## src/rtl/hnsn_seq_pkg.sv

```systemverilog
// Shared state encoding, phase-table entry type and default sizes for the training sequencer.
package hnsn_seq_pkg;

    localparam int unsigned SEQ_MAX_PHASES = 8;
    localparam int unsigned SEQ_LEN_W      = 8;
    localparam int unsigned SEQ_N_IN       = 4;

    typedef enum logic [2:0] {
        StIdle,
        StDrive,
        StRest,
        StNext,
        StDone
    } seq_state_e;

    // expect_char: 'expect' is a reserved word, hence the suffix
    typedef struct packed {
        logic [SEQ_N_IN-1:0]  pattern;
        logic                 reward;
        logic [SEQ_LEN_W-1:0] len;
        logic [SEQ_LEN_W-1:0] rest;
        logic [7:0]           expect_char;
    } phase_entry_t;

endpackage

```

## src/rtl/hnsn_train_sequencer_if.sv

```systemverilog
// Sequencer bus: host control/config, hnsn_top stimulus and character feedback, result reporting.
interface hnsn_train_sequencer_if
    import hnsn_seq_pkg::*;
#(
    parameter int unsigned MAX_PHASES = SEQ_MAX_PHASES,
    parameter int unsigned LEN_W      = SEQ_LEN_W,
    parameter int unsigned N_IN       = SEQ_N_IN
);
    localparam int unsigned AW = $clog2(MAX_PHASES);

    logic            start;
    logic            abort;
    logic            cfg_we;
    logic [AW-1:0]   cfg_addr;
    logic [N_IN-1:0] cfg_pattern;
    logic            cfg_reward;
    logic [LEN_W-1:0] cfg_len;
    logic [LEN_W-1:0] cfg_rest;
    logic [7:0]      cfg_expect;
    logic [AW-1:0]   last_phase;
    logic [3:0]      loop_count;
    logic [7:0]      char_in;
    logic            char_changed_in;
    logic [N_IN-1:0] ext_spike_out;
    logic            reward_out;
    logic            busy;
    logic            in_rest;
    logic [AW-1:0]   phase_idx;
    logic            done;
    logic            result_valid;
    logic [AW-1:0]   result_phase;
    logic [7:0]      result_char;
    logic [7:0]      mismatch_cnt;

    modport master (
        output start, abort, cfg_we, cfg_addr, cfg_pattern, cfg_reward, cfg_len, cfg_rest,
               cfg_expect, last_phase, loop_count, char_in, char_changed_in,
        input  ext_spike_out, reward_out, busy, in_rest, phase_idx, done, result_valid,
               result_phase, result_char, mismatch_cnt
    );

    modport slave (
        input  start, abort, cfg_we, cfg_addr, cfg_pattern, cfg_reward, cfg_len, cfg_rest,
               cfg_expect, last_phase, loop_count, char_in, char_changed_in,
        output ext_spike_out, reward_out, busy, in_rest, phase_idx, done, result_valid,
               result_phase, result_char, mismatch_cnt
    );

endinterface

```

## src/rtl/hnsn_seq_table.sv

```systemverilog
// Phase table: register array with one synchronous write port and one combinational read port.
module hnsn_seq_table
    import hnsn_seq_pkg::*;
#(
    parameter int unsigned MAX_PHASES = SEQ_MAX_PHASES,
    localparam int unsigned AW = $clog2(MAX_PHASES)
) (
    input  logic         clk,
    input  logic         we_i,
    input  logic [AW-1:0] waddr_i,
    input  phase_entry_t wdata_i,
    input  logic [AW-1:0] raddr_i,
    output phase_entry_t rdata_o
);

    // Contents are deliberately not reset so a table survives a run-time reset.
    phase_entry_t mem_q [MAX_PHASES];

    always_ff @(posedge clk) begin
        if (we_i) begin
            mem_q[waddr_i] <= wdata_i;
        end
    end

    assign rdata_o = mem_q[raddr_i];

endmodule

```

## src/rtl/hnsn_train_sequencer.sv

```systemverilog
// Phase scheduler driving hnsn_top stimulus; reports the last character seen in each phase.
// Define HNSN_SEQ_CHECK_EN to store per-phase expected characters and count mismatches.
module hnsn_train_sequencer
    import hnsn_seq_pkg::*;
#(
    parameter int unsigned MAX_PHASES = SEQ_MAX_PHASES,
    parameter int unsigned LEN_W      = SEQ_LEN_W,
    parameter int unsigned N_IN       = SEQ_N_IN
) (
    input logic                   clk,
    input logic                   rst,
    hnsn_train_sequencer_if.slave bus
);

    localparam int unsigned AW = $clog2(MAX_PHASES);
    localparam logic [N_IN-1:0] NoSpike = '0;

    seq_state_e       state_q, state_d;
    logic [AW-1:0]    phase_q, phase_d;
    logic [AW-1:0]    last_q, last_d;
    logic [3:0]       passes_q, passes_d;
    logic [LEN_W-1:0] cnt_q, cnt_d;
    phase_entry_t     cur_q, cur_d;
    logic [7:0]       cap_q, cap_d;
    logic [7:0]       res_char_q, res_char_d;
    logic [7:0]       cap_nxt;
    logic             enter;
    logic [AW-1:0]    rd_idx;
    phase_entry_t     rd_entry;
    phase_entry_t     wr_entry;

    // The read port always points at the phase about to be entered (0 from IDLE or on wrap).
    assign rd_idx = (state_q == StNext && phase_q < last_q) ? phase_q + 1'b1 : '0;

    always_comb begin
        wr_entry = '{pattern: bus.cfg_pattern, reward: bus.cfg_reward, len: bus.cfg_len,
                     rest: bus.cfg_rest, expect_char: 8'h00};
`ifdef HNSN_SEQ_CHECK_EN
        wr_entry.expect_char = bus.cfg_expect;
`endif
    end

    hnsn_seq_table #(
        .MAX_PHASES (MAX_PHASES)
    ) u_table (
        .clk     (clk),
        .we_i    (bus.cfg_we && state_q == StIdle),
        .waddr_i (bus.cfg_addr),
        .wdata_i (wr_entry),
        .raddr_i (rd_idx),
        .rdata_o (rd_entry)
    );

    always_comb begin
        state_d    = state_q;
        phase_d    = phase_q;
        last_d     = last_q;
        passes_d   = passes_q;
        cnt_d      = cnt_q;
        cur_d      = cur_q;
        res_char_d = res_char_q;
        enter      = 1'b0;
        cap_nxt    = cap_q;
        if ((state_q == StDrive || state_q == StRest) && bus.char_changed_in) begin
            cap_nxt = bus.char_in;
        end
        cap_d = cap_nxt;

        unique case (state_q)
            StIdle: begin
                if (bus.start) begin
                    last_d   = bus.last_phase;
                    passes_d = bus.loop_count;
                    phase_d  = '0;
                    cap_d    = '0;
                    enter    = 1'b1;
                end
            end
            StDrive: begin
                if (cnt_q == '0) begin
                    if (cur_q.rest != '0) begin
                        state_d = StRest;
                        cnt_d   = cur_q.rest - 1'b1;
                    end else begin
                        state_d = StNext;
                    end
                end else begin
                    cnt_d = cnt_q - 1'b1;
                end
            end
            StRest: begin
                if (cnt_q == '0) begin
                    state_d = StNext;
                end else begin
                    cnt_d = cnt_q - 1'b1;
                end
            end
            StNext: begin
                if (phase_q < last_q) begin
                    phase_d = phase_q + 1'b1;
                    enter   = 1'b1;
                end else if (passes_q != '0) begin
                    passes_d = passes_q - 1'b1;
                    phase_d  = '0;
                    enter    = 1'b1;
                end else begin
                    state_d = StDone;
                end
            end
            StDone: begin
                state_d = StIdle;
                phase_d = '0;
            end
            default: state_d = StIdle;
        endcase

        // Zero-length windows are skipped so a phase may go straight to NEXT.
        if (enter) begin
            cur_d = rd_entry;
            if (rd_entry.len != '0) begin
                state_d = StDrive;
                cnt_d   = rd_entry.len - 1'b1;
            end else if (rd_entry.rest != '0) begin
                state_d = StRest;
                cnt_d   = rd_entry.rest - 1'b1;
            end else begin
                state_d = StNext;
            end
        end

        if (state_d == StNext) begin
            res_char_d = cap_nxt;
            cap_d      = '0;
        end

        if (bus.abort) begin
            state_d    = StIdle;
            phase_d    = '0;
            cnt_d      = '0;
            cap_d      = '0;
            res_char_d = '0;
        end
    end

    always_ff @(posedge clk or posedge rst) begin
        if (rst) begin
            state_q    <= StIdle;
            phase_q    <= '0;
            last_q     <= '0;
            passes_q   <= '0;
            cnt_q      <= '0;
            cur_q      <= '0;
            cap_q      <= '0;
            res_char_q <= '0;
        end else begin
            state_q    <= state_d;
            phase_q    <= phase_d;
            last_q     <= last_d;
            passes_q   <= passes_d;
            cnt_q      <= cnt_d;
            cur_q      <= cur_d;
            cap_q      <= cap_d;
            res_char_q <= res_char_d;
        end
    end

`ifdef HNSN_SEQ_CHECK_EN
    logic [7:0] mis_q, mis_d;

    // cur_d is the entry of the phase concluding when state_d is NEXT.
    always_comb begin
        mis_d = mis_q;
        if (state_q == StIdle && bus.start && !bus.abort) begin
            mis_d = '0;
        end
        if (state_d == StNext && cur_d.expect_char != 8'h00 &&
            res_char_d != cur_d.expect_char && mis_d != 8'hff) begin
            mis_d = mis_d + 1'b1;
        end
    end

    always_ff @(posedge clk or posedge rst) begin
        if (rst) begin
            mis_q <= '0;
        end else begin
            mis_q <= mis_d;
        end
    end

    assign bus.mismatch_cnt = mis_q;
`else
    logic unused_expect;
    assign unused_expect    = ^{bus.cfg_expect, cur_q.expect_char};
    assign bus.mismatch_cnt = 8'h00;
`endif

    assign bus.ext_spike_out = (state_q == StDrive) ? cur_q.pattern : NoSpike;
    assign bus.reward_out    = (state_q == StDrive) && cur_q.reward;
    assign bus.busy          = (state_q != StIdle);
    assign bus.in_rest       = (state_q == StRest);
    assign bus.phase_idx     = phase_q;
    assign bus.done          = (state_q == StDone);
    assign bus.result_valid  = (state_q == StNext);
    assign bus.result_phase  = phase_q;
    assign bus.result_char   = res_char_q;

endmodule

```

## src/flat_wrapper.sv

```systemverilog
// flat-port wrapper written by rule: the top's interface ports become plain ports
module hnsn_train_sequencer_flat import hnsn_seq_pkg::*;
#(
    parameter int unsigned MAX_PHASES = SEQ_MAX_PHASES,
    parameter int unsigned LEN_W      = SEQ_LEN_W,
    parameter int unsigned N_IN       = SEQ_N_IN
)
  (clk, rst, bus_start, bus_abort, bus_cfg_we, bus_cfg_addr, bus_cfg_pattern, bus_cfg_reward, bus_cfg_len, bus_cfg_rest, bus_cfg_expect, bus_last_phase, bus_loop_count, bus_char_in, bus_char_changed_in, bus_ext_spike_out, bus_reward_out, bus_busy, bus_in_rest, bus_phase_idx, bus_done, bus_result_valid, bus_result_phase, bus_result_char, bus_mismatch_cnt);
  hnsn_train_sequencer_if #(.MAX_PHASES(MAX_PHASES), .LEN_W(LEN_W), .N_IN(N_IN)) bus_i ();
  input logic clk;
  input logic rst;
  input wire logic [$bits(bus_i.start)-1:0] bus_start;
  input wire logic [$bits(bus_i.abort)-1:0] bus_abort;
  input wire logic [$bits(bus_i.cfg_we)-1:0] bus_cfg_we;
  input wire logic [$bits(bus_i.cfg_addr)-1:0] bus_cfg_addr;
  input wire logic [$bits(bus_i.cfg_pattern)-1:0] bus_cfg_pattern;
  input wire logic [$bits(bus_i.cfg_reward)-1:0] bus_cfg_reward;
  input wire logic [$bits(bus_i.cfg_len)-1:0] bus_cfg_len;
  input wire logic [$bits(bus_i.cfg_rest)-1:0] bus_cfg_rest;
  input wire logic [$bits(bus_i.cfg_expect)-1:0] bus_cfg_expect;
  input wire logic [$bits(bus_i.last_phase)-1:0] bus_last_phase;
  input wire logic [$bits(bus_i.loop_count)-1:0] bus_loop_count;
  input wire logic [$bits(bus_i.char_in)-1:0] bus_char_in;
  input wire logic [$bits(bus_i.char_changed_in)-1:0] bus_char_changed_in;
  output wire logic [$bits(bus_i.ext_spike_out)-1:0] bus_ext_spike_out;
  output wire logic [$bits(bus_i.reward_out)-1:0] bus_reward_out;
  output wire logic [$bits(bus_i.busy)-1:0] bus_busy;
  output wire logic [$bits(bus_i.in_rest)-1:0] bus_in_rest;
  output wire logic [$bits(bus_i.phase_idx)-1:0] bus_phase_idx;
  output wire logic [$bits(bus_i.done)-1:0] bus_done;
  output wire logic [$bits(bus_i.result_valid)-1:0] bus_result_valid;
  output wire logic [$bits(bus_i.result_phase)-1:0] bus_result_phase;
  output wire logic [$bits(bus_i.result_char)-1:0] bus_result_char;
  output wire logic [$bits(bus_i.mismatch_cnt)-1:0] bus_mismatch_cnt;
  assign bus_i.start = bus_start;
  assign bus_i.abort = bus_abort;
  assign bus_i.cfg_we = bus_cfg_we;
  assign bus_i.cfg_addr = bus_cfg_addr;
  assign bus_i.cfg_pattern = bus_cfg_pattern;
  assign bus_i.cfg_reward = bus_cfg_reward;
  assign bus_i.cfg_len = bus_cfg_len;
  assign bus_i.cfg_rest = bus_cfg_rest;
  assign bus_i.cfg_expect = bus_cfg_expect;
  assign bus_i.last_phase = bus_last_phase;
  assign bus_i.loop_count = bus_loop_count;
  assign bus_i.char_in = bus_char_in;
  assign bus_i.char_changed_in = bus_char_changed_in;
  assign bus_ext_spike_out = bus_i.ext_spike_out;
  assign bus_reward_out = bus_i.reward_out;
  assign bus_busy = bus_i.busy;
  assign bus_in_rest = bus_i.in_rest;
  assign bus_phase_idx = bus_i.phase_idx;
  assign bus_done = bus_i.done;
  assign bus_result_valid = bus_i.result_valid;
  assign bus_result_phase = bus_i.result_phase;
  assign bus_result_char = bus_i.result_char;
  assign bus_mismatch_cnt = bus_i.mismatch_cnt;
  hnsn_train_sequencer #(.MAX_PHASES(MAX_PHASES), .LEN_W(LEN_W), .N_IN(N_IN)) u_core (.clk(clk), .rst(rst), .bus(bus_i));
endmodule
```

## config.mk

```make
export PLATFORM = sky130hd
export DESIGN_NAME = hnsn_train_sequencer_flat
export DESIGN_NICKNAME = d
export VERILOG_FILES = /design/src/rtl/hnsn_seq_pkg.sv /design/src/rtl/hnsn_train_sequencer_if.sv /design/src/rtl/hnsn_seq_table.sv /design/src/rtl/hnsn_train_sequencer.sv /design/src/flat_wrapper.sv
export SDC_FILE = /design/constraint.sdc
export NUM_CORES = 1
export LEC_CHECK = 0
export ABC_AREA = 1
export CORE_UTILIZATION = 41
export CTS_BUF_LIST = sky130_fd_sc_hd__clkbuf_2
export CTS_CLUSTER_DIAMETER = 200
export DETAILED_ROUTE_END_ITERATION = 7
export HOLD_SLACK_MARGIN = 0.05
export SKIP_LAST_GASP = 1
export SLEW_MARGIN = 20
export SYNTH_ARGS = -nofsm -noshare
export SYNTH_HDL_FRONTEND = slang
export SYNTH_HIERARCHICAL = 1
export SYNTH_SLANG_ARGS = --single-unit
```

## constraint.sdc

```tcl
create_clock -name clk -period 3.9 [get_ports clk]
set_input_delay 1.17 -clock clk [delete_from_list [all_inputs] [get_ports clk]]
set_output_delay 1.17 -clock clk [all_outputs]
set_load 0.005 [all_outputs]
```

; ---- Word-level counts from Yosys, hierarchy flattened
; Memories as Yosys holds them, arrays and structs flattened.
; Index checks and enable logic that the tools add are counted.
[totals]
regBits = 50
mem_bits_rw = 168
inputBits = 53
output_inout_bits = 31
wordCells = 88
n_memories = 1
[classes]
n_addsub = 6
n_lt_le_gt_ge = 1
n_eq_ne = 10
n_mux = 42
reduce_logical = 18
[mem_list]
columns = name, depth, word_bits, read_ports, rd_ports_with_merged_regs, wr, line
row1 = u_core.u_table.mem_q, 8, 21, 1, 0, 1, hnsn_seq_table.sv:17  ; phase_entry_t mem_q [MAX_PHASES];
[ops]
columns = op, n
row1 = $mux 8, 14
row2 = $mux 3, 12
row3 = $sub 8x1->8 const B, 4
row4 = $reduce_bool 8->1, 3
row5 = $mux 4, 4
row6 = $pmux 8 s2, 1
row7 = $pmux 3 s4, 1
row8 = $eq 3x2->1 const B, 3
row9 = $pmux 3 s3, 1
row10 = $logic_not 8->1, 1
row11 = $pmux 4 s2, 1
row12 = $reduce_bool 4->1, 2
row13 = $mux 1, 7
row14 = $logic_and 1x1->1, 4
row15 = $ne 2x2->1 const B, 2
row16 = $ne 4x2->1 const B, 1
row17 = $reduce_and 4->1, 1
row18 = $reduce_bool 2->1, 2
row19 = $sub 4x1->4 const B, 1
row20 = $add 3x1->3 const B, 1
row21 = $eq 3x1->1 const B, 1
row22 = $eq 3x3->1 const B, 1
row23 = $logic_not 3->1, 1
row24 = $lt 3x3->1, 1
row25 = other kinds (7), 7

; ---- Logic depth before layout (Yosys ltp)
; Gate-level depths: netlist (run 1).
; An unclocked memory read counts as a cell.
[logic_depth]
word_depth = 11
depth_mapped = 25
mapped_depth_nobuf = 22

; ---- Modules after synthesis
; The synthesis (run 1) kept the hierarchy.
[modules_own_cells]
columns = module, n_inst, cells_each, area_each_um2, seq_area_each_um2
row1 = hnsn_seq_table, 1, 1021, 10172.3, 6966.7
row2 = hnsn_train_sequencer, 1, 462, 3274.4, 1251.2

; ---- Worst setup path after synthesis (run 1)
; No wires, ideal clock.
[synth_timing]
kind = register to register
from = reg u_core.phase_q[2] (netlist: u_core/bus.phase_idx[2])
to = reg u_core.res_char_q[0] (netlist: u_core/bus.result_char[0])
setup_ns = 0.076
arrival_ns = 3.289
slack_ns = 0.535
path_stages_with_launch = 24
path_cell_list = dfrtp_1 -> ha_1 -> a21oi_1 -> nand3_2 -> nor2_1 -> buf_4 -> buf_6 -> buf_2 -> nand2_1 -> nand3_1 -> nand2_1 -> nand2_1 -> nand2_1 -> inv_1 -> ha_1 -> nand3_1 -> nor2_2 -> inv_1 -> nor2_2 -> nand2_4 -> nand3_4 -> buf_6 -> nand3_1 -> o21ai_1
[synth_lines]
columns = item, line
row1 = start: declaration, hnsn_train_sequencer.sv:19  ; logic [AW-1:0] phase_q, phase_d;
row2 = start signal: assignment, hnsn_train_sequencer.sv:157  ; phase_q <= phase_d;
row3 = end signal: assignment, hnsn_train_sequencer.sv:163  ; res_char_q <= res_char_d;
row4 = end: declaration, hnsn_train_sequencer.sv:25  ; logic [7:0] res_char_q, res_char_d;

==> results of run 1 <==
path summary, 6_finish.rpt:
check	from	depth (start not counted)	endpoint
max	u_core/bus.phase_idx[2]$_DFFE_PP0P_	20	u_core/cap_q[6]$_DFF_PP0_
min	u_core/last_q[0]$_DFFE_PP0P_	2	u_core/last_q[0]$_DFFE_PP0P_
max reg2reg	u_core/bus.phase_idx[2]$_DFFE_PP0P_	20	u_core/cap_q[6]$_DFF_PP0_
min reg2reg	u_core/last_q[0]$_DFFE_PP0P_	2	u_core/last_q[0]$_DFFE_PP0P_
max in group asynchronous	rst	3	u_core/cur_q[24]$_DFFE_PP0N_
min in group asynchronous	rst	3	u_core/state_q[2]$_DFF_PP0_
area by class of cell:
cell class	instances	area, sq um
tap	330	413
clock buffer	84	420
antenna	1	2.50
fill	2448	13100
timing repair buffer	103	1000
inverter	245	922
sequential	218	6300
clock inverter	18	83.8
multi-input combinational	698	3190
placed cells by master (no fill, tap or decap):
master,n
a21oi_2,1
inv_2,5
a22oi_1,1
inv_6,2
conb_1,8
o21bai_1,1
clkbuf_2,84
nand2_4,2
dfrtp_1,50
inv_4,1
nor2_4,3
o211ai_1,2
nand2_2,3
nand4_1,4
buf_12,5
nor2_2,12
o22ai_1,4
inv_1,239
nand3_4,1
nor3_4,1
clkinv_1,11
xor2_1,13
xnor2_1,3
a31oi_1,2
nor2_1,41
a21oi_1,21
diode_2,1
nand3_1,115
clkinv_2,5
ha_1,8
o21ai_1,10
nand2_1,384
o21ai_0,48
nand3_2,3
clkdlybuf4s50_1,67
nor3_1,6
buf_4,31
edfxtp_1,168
a2111oi_0,1
critical path, cell delays in order (launching register included):
cell and delay, ns:
dfrtp_1 0.41, ha_1 0.31, a21oi_1 0.22, nand3_2 0.23
nor2_4 0.31, buf_12 0.17, buf_4 0.17, nand2_1 0.06
nand3_1 0.07, nand2_1 0.07, nand2_1 0.06, nand2_1 0.17
inv_1 0.10, ha_1 0.18, nand3_1 0.15, nor2_2 0.17
nor2_2 0.09, nand2_4 0.08, nand3_4 0.20, nand2_4 0.18
nor2_1 0.06
metal layers:
metal	wire length, microns	GRT usage, %
met1	10300	22.9
met2	11200	31.3
met3	1400	3.74
met4	549	6.99
met5	0	0
where the power goes:
group	switching [mW]	total [mW]	internal [mW]
Clock	0.922	1.51	0.587
Sequential	0.0499	2.68	2.63
Combinational	0.472	0.723	0.251
what timing repair did:
action	4_1_cts	5_1_grt
setup endpoints to repair	0	24
resized for setup	0	4
endpoints found under the hold margin	0	0
hold buffers	0	0
buffers inserted	0	4
state kept, by name (all words and copies together), names as in the netlist:
register / cells
u_core/u_table/mem_q: 168
u_core/cur_q: 13
u_core/bus.result_char: 8
u_core/cap_q: 8
u_core/cnt_q: 8
u_core/passes_q: 4
u_core/bus.phase_idx: 3
u_core/last_q: 3
u_core/state_q: 3
metrics by stage:
stage | area, sq um | utilization (%) | worst slack, ns | hold slack [ns] | cells
floorplan | 10800 | - | 0.561 | 0.449 | 1226
global placement | 11800 | 46.3 | 0.180 | 0.470 | 1590
detailed placement | 11800 | 46.3 | 0.0902 | 0.485 | 1590
CTS | 12300 | 48.3 | 0.00907 | 0.508 | 1692
global route | 12300 | 48.6 | -0.00760 | 0.553 | 1697
finish | 12300 | 48.6 | 0.275 | 0.502 | 1697
==> summary.md, run 1 <==
| Metric | Value |
|---|---|
| Clock latency on the worst-skew pair | 0.86 ns |
| Worst-path clk slew | 0.13 ns |
| Antenna Nets Post-Route | 0 |
| Die area | between 0.02 and 0.03 sq mm |
| Clock Path Buffers | 3 |
| Synthesized cell area | approximately 0.011 sq mm |
| Initial core utilization | 42.3% |
| Die width | 164 microns |
| CP Launch Type | register |
| Final Hold Fails | 0 |
| DR vias | 7,875 |
| GR Overflow Total | 0 |
| Number of placement rows | 58 |
| Critical path class | reg2reg |
| Detailed Place HPWL | approximately 15 mm |
| Required @ worst endpoint | 4.58 ns |
| Max-cap viol count | 0 |
| Max VDD drop | around 0.19 mV |
| Static Leak | 5.77 nW |
| F_max | 0.276 GHz |
| Floorplan Core Area | 0.0254 sq mm |
| Max_slew headroom | 55.5% |
| Power Total | 4.91 mW |
| Total Wirelength | 23.5 mm |
| Pwr Density | roughly 400 mW/mm^2 |
| CTS buffer count | 56 |
| Worst Hold Class | reg2reg |
| Via-to-Cell Ratio | 4.64 |
| H-tree levels | 2 |
| Vias in the first global route | 7,677 |
| Initial antenna violation count | 1 |
| CTS root buf | clkbuf_2 |
| Setup TNS Final | 0 ns |
| Nets | ~1,400 |
| Crit path capture type | register |
| Final-report setup violation count | 0 |
| Post-Synthesis Cells | 1,219 |
| CTS tree | built |
| Yosys warning count | 6 |
| Clk_skew | 0.121 ns |
| Layout cells sized above 1 | 11.6% |
| Gp weighted congestion | 0.844 |
| Fin crit share | 93.0% |
| Die Height | 164 microns |
| I/O pin cnt | 84 |
| Largest net degree at the start of global routing | 51 |
| Crit path max fanout | 17 |
| DR iter-0 viols | 435 |
| Detailed-route DRC error count | 0 |
| Worst-Margin Slew | 0.667 ns |
| IO buf count | 67 |
| GR Util All Layers | 18.4% |
| Max-slew violations | 0 |
| Arrival time worst endpoint | 4.30 ns |
| First-pass GRT wire length | about 38 mm |
| Status | finished, final reports clean |
| FF-to-FF setup slack | 0.27 ns |
| Clk sinks | 218 |
| Drt first pass iters | 5 |
| Wire length per cell | approximately 14 microns |
| Syn_area_per_cell | 8.81 sq um |
| Area delta synth->final | 14.9% |
| Tmin final | 3.63 ns |
(Power assumes the default switching activity.)
==> inputs of run 2 (changes only) <==
--- a/config.mk
+++ b/config.mk
@@ -6,6 +6,8 @@
 export NUM_CORES = 1
 export LEC_CHECK = 0
 export ABC_AREA = 1
+export CAP_MARGIN = 20
+export CORE_MARGIN = 2
 export CORE_UTILIZATION = 41
 export CTS_BUF_LIST = sky130_fd_sc_hd__clkbuf_2
 export CTS_CLUSTER_DIAMETER = 200
==> constraint.sdc (replaced) <==
create_clock -name clk -period 3.6 [get_ports clk]
set_input_delay 1.08 -clock clk [delete_from_list [all_inputs] [get_ports clk]]
set_output_delay 1.08 -clock clk [all_outputs]
set_load 0.005 [all_outputs]
==> run 2 against run 1 <==
- first-iteration DRC count increased by 24%
- sequential power increased by 8.2%
- cell area increased by 0.96%
- global-route usage decreased by 0.87 points
- clock power increased by 9%
- combinational power increased by 12%
- wire length increased by 5.4%
- final cell count increased by 0.35%
- largest power group unchanged
==> summary.md, run 2 (same netlist as run 1, synthesis figures left out) <==
| Metric | Value |
|---|---|
| Via-to-Cell Ratio | 4.66 (+0.36%) |
| Wire length per cell | 14.5 microns (+5.0%) |
| Worst setup margin | 0.166 ns (-0.109 ns) |
| Final-report setup violation count | 0 (unchanged) |
| Max-slew violations | 0 (unchanged) |
| Total Wirelength | 24.8 mm (+5.4%) |
| Crit path capture type | register |
| Nets | 1,389 (+0.43%) |
| Clock Path Buffers | 3 (unchanged) |
| GR Overflow Total | 0 (unchanged) |
| Pre-CTS setup slack | 0.0131 ns (-0.0771 ns) |
| Arrival time worst endpoint | 4.13 ns (-0.17 ns) |
| Initial antenna violation count | 1 (unchanged) |
| Required @ worst endpoint | 4.30 ns (-0.28 ns) |
| Layout cells sized above 1 | 11.9% (+0.28 points) |
| Max VDD drop | 0.216 mV (+16%) |
| CP Launch Type | register |
| Max FFs per register | 168 (unchanged) |
| Detailed Place HPWL | 14.8 mm (+0.68%) |
| CTS buffer count | 56 (unchanged) |
| Antenna Nets Post-Route | 0 (unchanged) |
| Clock latency on the worst-skew pair | 0.84 ns (-0.02 ns) |
| Die area | 0.0275 sq mm (+2.5%) |
| I/O pin cnt | 84 (unchanged) |
| Worst-path clk slew | 0.12 ns (about the same) |
| CTS tree | built |
| Crit path max fanout | 7 (-10) |
| Gp weighted congestion | 0.808 (-4.3%) |
| Clk sinks | 218 (unchanged) |
| Largest net degree at the start of global routing | 51 (unchanged) |
| Die width | 166 microns (+1.2%) |
| Number of placement rows | 59 (+1.7%) |
| First-pass GRT wire length | 38.3 mm (+0.98%) |
| IO buf count | 67 (unchanged) |
| DR vias | 7,931 (+0.71%) |
| Die Height | 166 microns (+1.2%) |
| Area delta synth->final | 16.0% |
| Power Total | 5.36 mW (+9.3%) |
| Status | finished, final reports clean |
| H-tree levels | 2 (unchanged) |
| Highest-count cells in the layout ignoring fill and taps | nand2_1, inv_1, edfxtp_1, nand3_1, clkbuf_2 |
| Commonest non-fill, non-tap cell in the layout | nand2_1 |
| Worst-Margin Slew | 0.550 ns (-0.117 ns) |
| F_max | 0.291 GHz (+5.6%) |
| Largest registers | u_core/u_table/mem_q: 168 flops, u_core/cur_q: 13 flops |
| Drt first pass iters | 5 (unchanged) |
| Max_slew headroom | 63.3% (+7.8 points) |
| Worst Hold Class | reg2reg |
| CTS root buf | clkbuf_2 |
| Floorplan Core Area | 0.0259 sq mm (+2.0%) |
| DR iter-0 viols | 541 (+24%) |
| Tmin final | 3.43 ns (-0.191 ns) |
| Pwr Density | 431 mW/mm^2 (+8.2%) |
| Detailed-route DRC error count | 0 (unchanged) |
| Fin crit share | 95.4% (+2.4 points) |
| Final Hold Fails | 0 (unchanged) |
| Initial core utilization | 41.4% (-0.83 points) |
| Critical path class | reg2reg |
| GR Util All Layers | 17.5% (-0.87 points) |
| Static Leak | 5.78 nW (+0.16%) |
| RSZ-0062 raised after global routing | yes |
| Max-cap viol count | 0 (unchanged) |
| Clk_skew | 0.0900 ns (-0.0312 ns) |
| Vias in the first global route | 7,527 (-2.0%) |
| Reg with most FFs | u_core/u_table/mem_q |
-- run 2: area by class of cell --
cell class              count  area (sq um)
fillers                  2450         13500
flip-flops and latches    218          6300
multi-input cells         700          3260
repair buffers            106          1050
inverters                 245           926
well taps                 335           419
clock buffers              83           415
clock inverters            14          83.8
repair inverters            1          5.00
diodes                      1          2.50
-- run 2: layer usage --
metal  vias to the layer above  wire length [microns]  global-route usage, %
li1                       4046                      -                      -
met1                      3648                  10900                   21.7
met2                       194                  12200                   30.6
met3                        43                   1230                   3.27
met4                         0                    498                   6.16
met5                         -                      0                      0
-- run 2: worst max-delay path, stage by stage, from the launching register on --
cell	delay [ns]
dfrtp_1	0.40
ha_1	0.33
a21oi_2	0.22
nand3_4	0.14
buf_4	0.17
nor2_4	0.16
clkinvlp_4	0.21
buf_4	0.19
nand2_1	0.06
nand2_1	0.17
inv_1	0.11
ha_1	0.17
nand3_1	0.13
nor2_2	0.20
nand2_1	0.15
nand2_2	0.18
nand4_1	0.12
a21oi_1	0.17
-- run 2: stage by stage --
stage                     area [sq um]  hold WS [ns]  util, %  cells  setup TNS, ns
after detailed placement         11800         0.469     45.4   1594              0
final                            12500         0.496     48.1   1703              0
after floorplan                  10800         0.449        -   1226              0
after CTS                        12300         0.500     47.4   1693              0
after global routing             12500         0.553     48.1   1703         -0.170
after global placement           11800         0.470     45.4   1594              0
-- run 2: path summary, 6_finish.rpt --
check                                                     from                                  end  slack [ns]  depth (start not counted)
hold / removal                    u_core/last_q[0]$_DFFE_PP0P_         u_core/last_q[0]$_DFFE_PP0P_        0.50                          2
max in group asynchronous                                  rst         u_core/cur_q[12]$_DFFE_PP0N_        2.70                          3
setup / recovery           u_core/bus.phase_idx[2]$_DFFE_PP0P_            u_core/cnt_q[5]$_DFF_PP0_        0.17                         17
setup reg to reg           u_core/bus.phase_idx[2]$_DFFE_PP0P_            u_core/cnt_q[5]$_DFF_PP0_        0.17                         17
hold reg to reg                   u_core/last_q[0]$_DFFE_PP0P_         u_core/last_q[0]$_DFFE_PP0P_        0.50                          2
min in group asynchronous                                  rst  u_core/bus.phase_idx[2]$_DFFE_PP0P_        0.59                          3
-- run 2: report_power, final --
part | switching [mW] | total [mW] | internal [mW]
Combinational | 0.531 | 0.811 | 0.280
Sequential | 0.0530 | 2.90 | 2.85
Clock | 0.971 | 1.65 | 0.683
Total | 1.56 | 5.36 | 3.81
-- run 2: what timing repair did --
action,CTS,global route
endpoints found under the hold margin,0,0
endpoints found under the setup margin,8,24
gates cloned,0,5
resized for setup,1,14
hold buffers,0,0
pin swaps,2,3
buffers inserted,2,4
==> inputs of run 3 (changes only) <==
--- a/config.mk
+++ b/config.mk
@@ -6,7 +6,6 @@
 export NUM_CORES = 1
 export LEC_CHECK = 0
 export ABC_AREA = 1
-export CAP_MARGIN = 20
 export CORE_MARGIN = 2
 export CORE_UTILIZATION = 41
 export CTS_BUF_LIST = sky130_fd_sc_hd__clkbuf_2
==> results of run 3 <==
Final layout, timing and power as in run 2 (identical DEF).
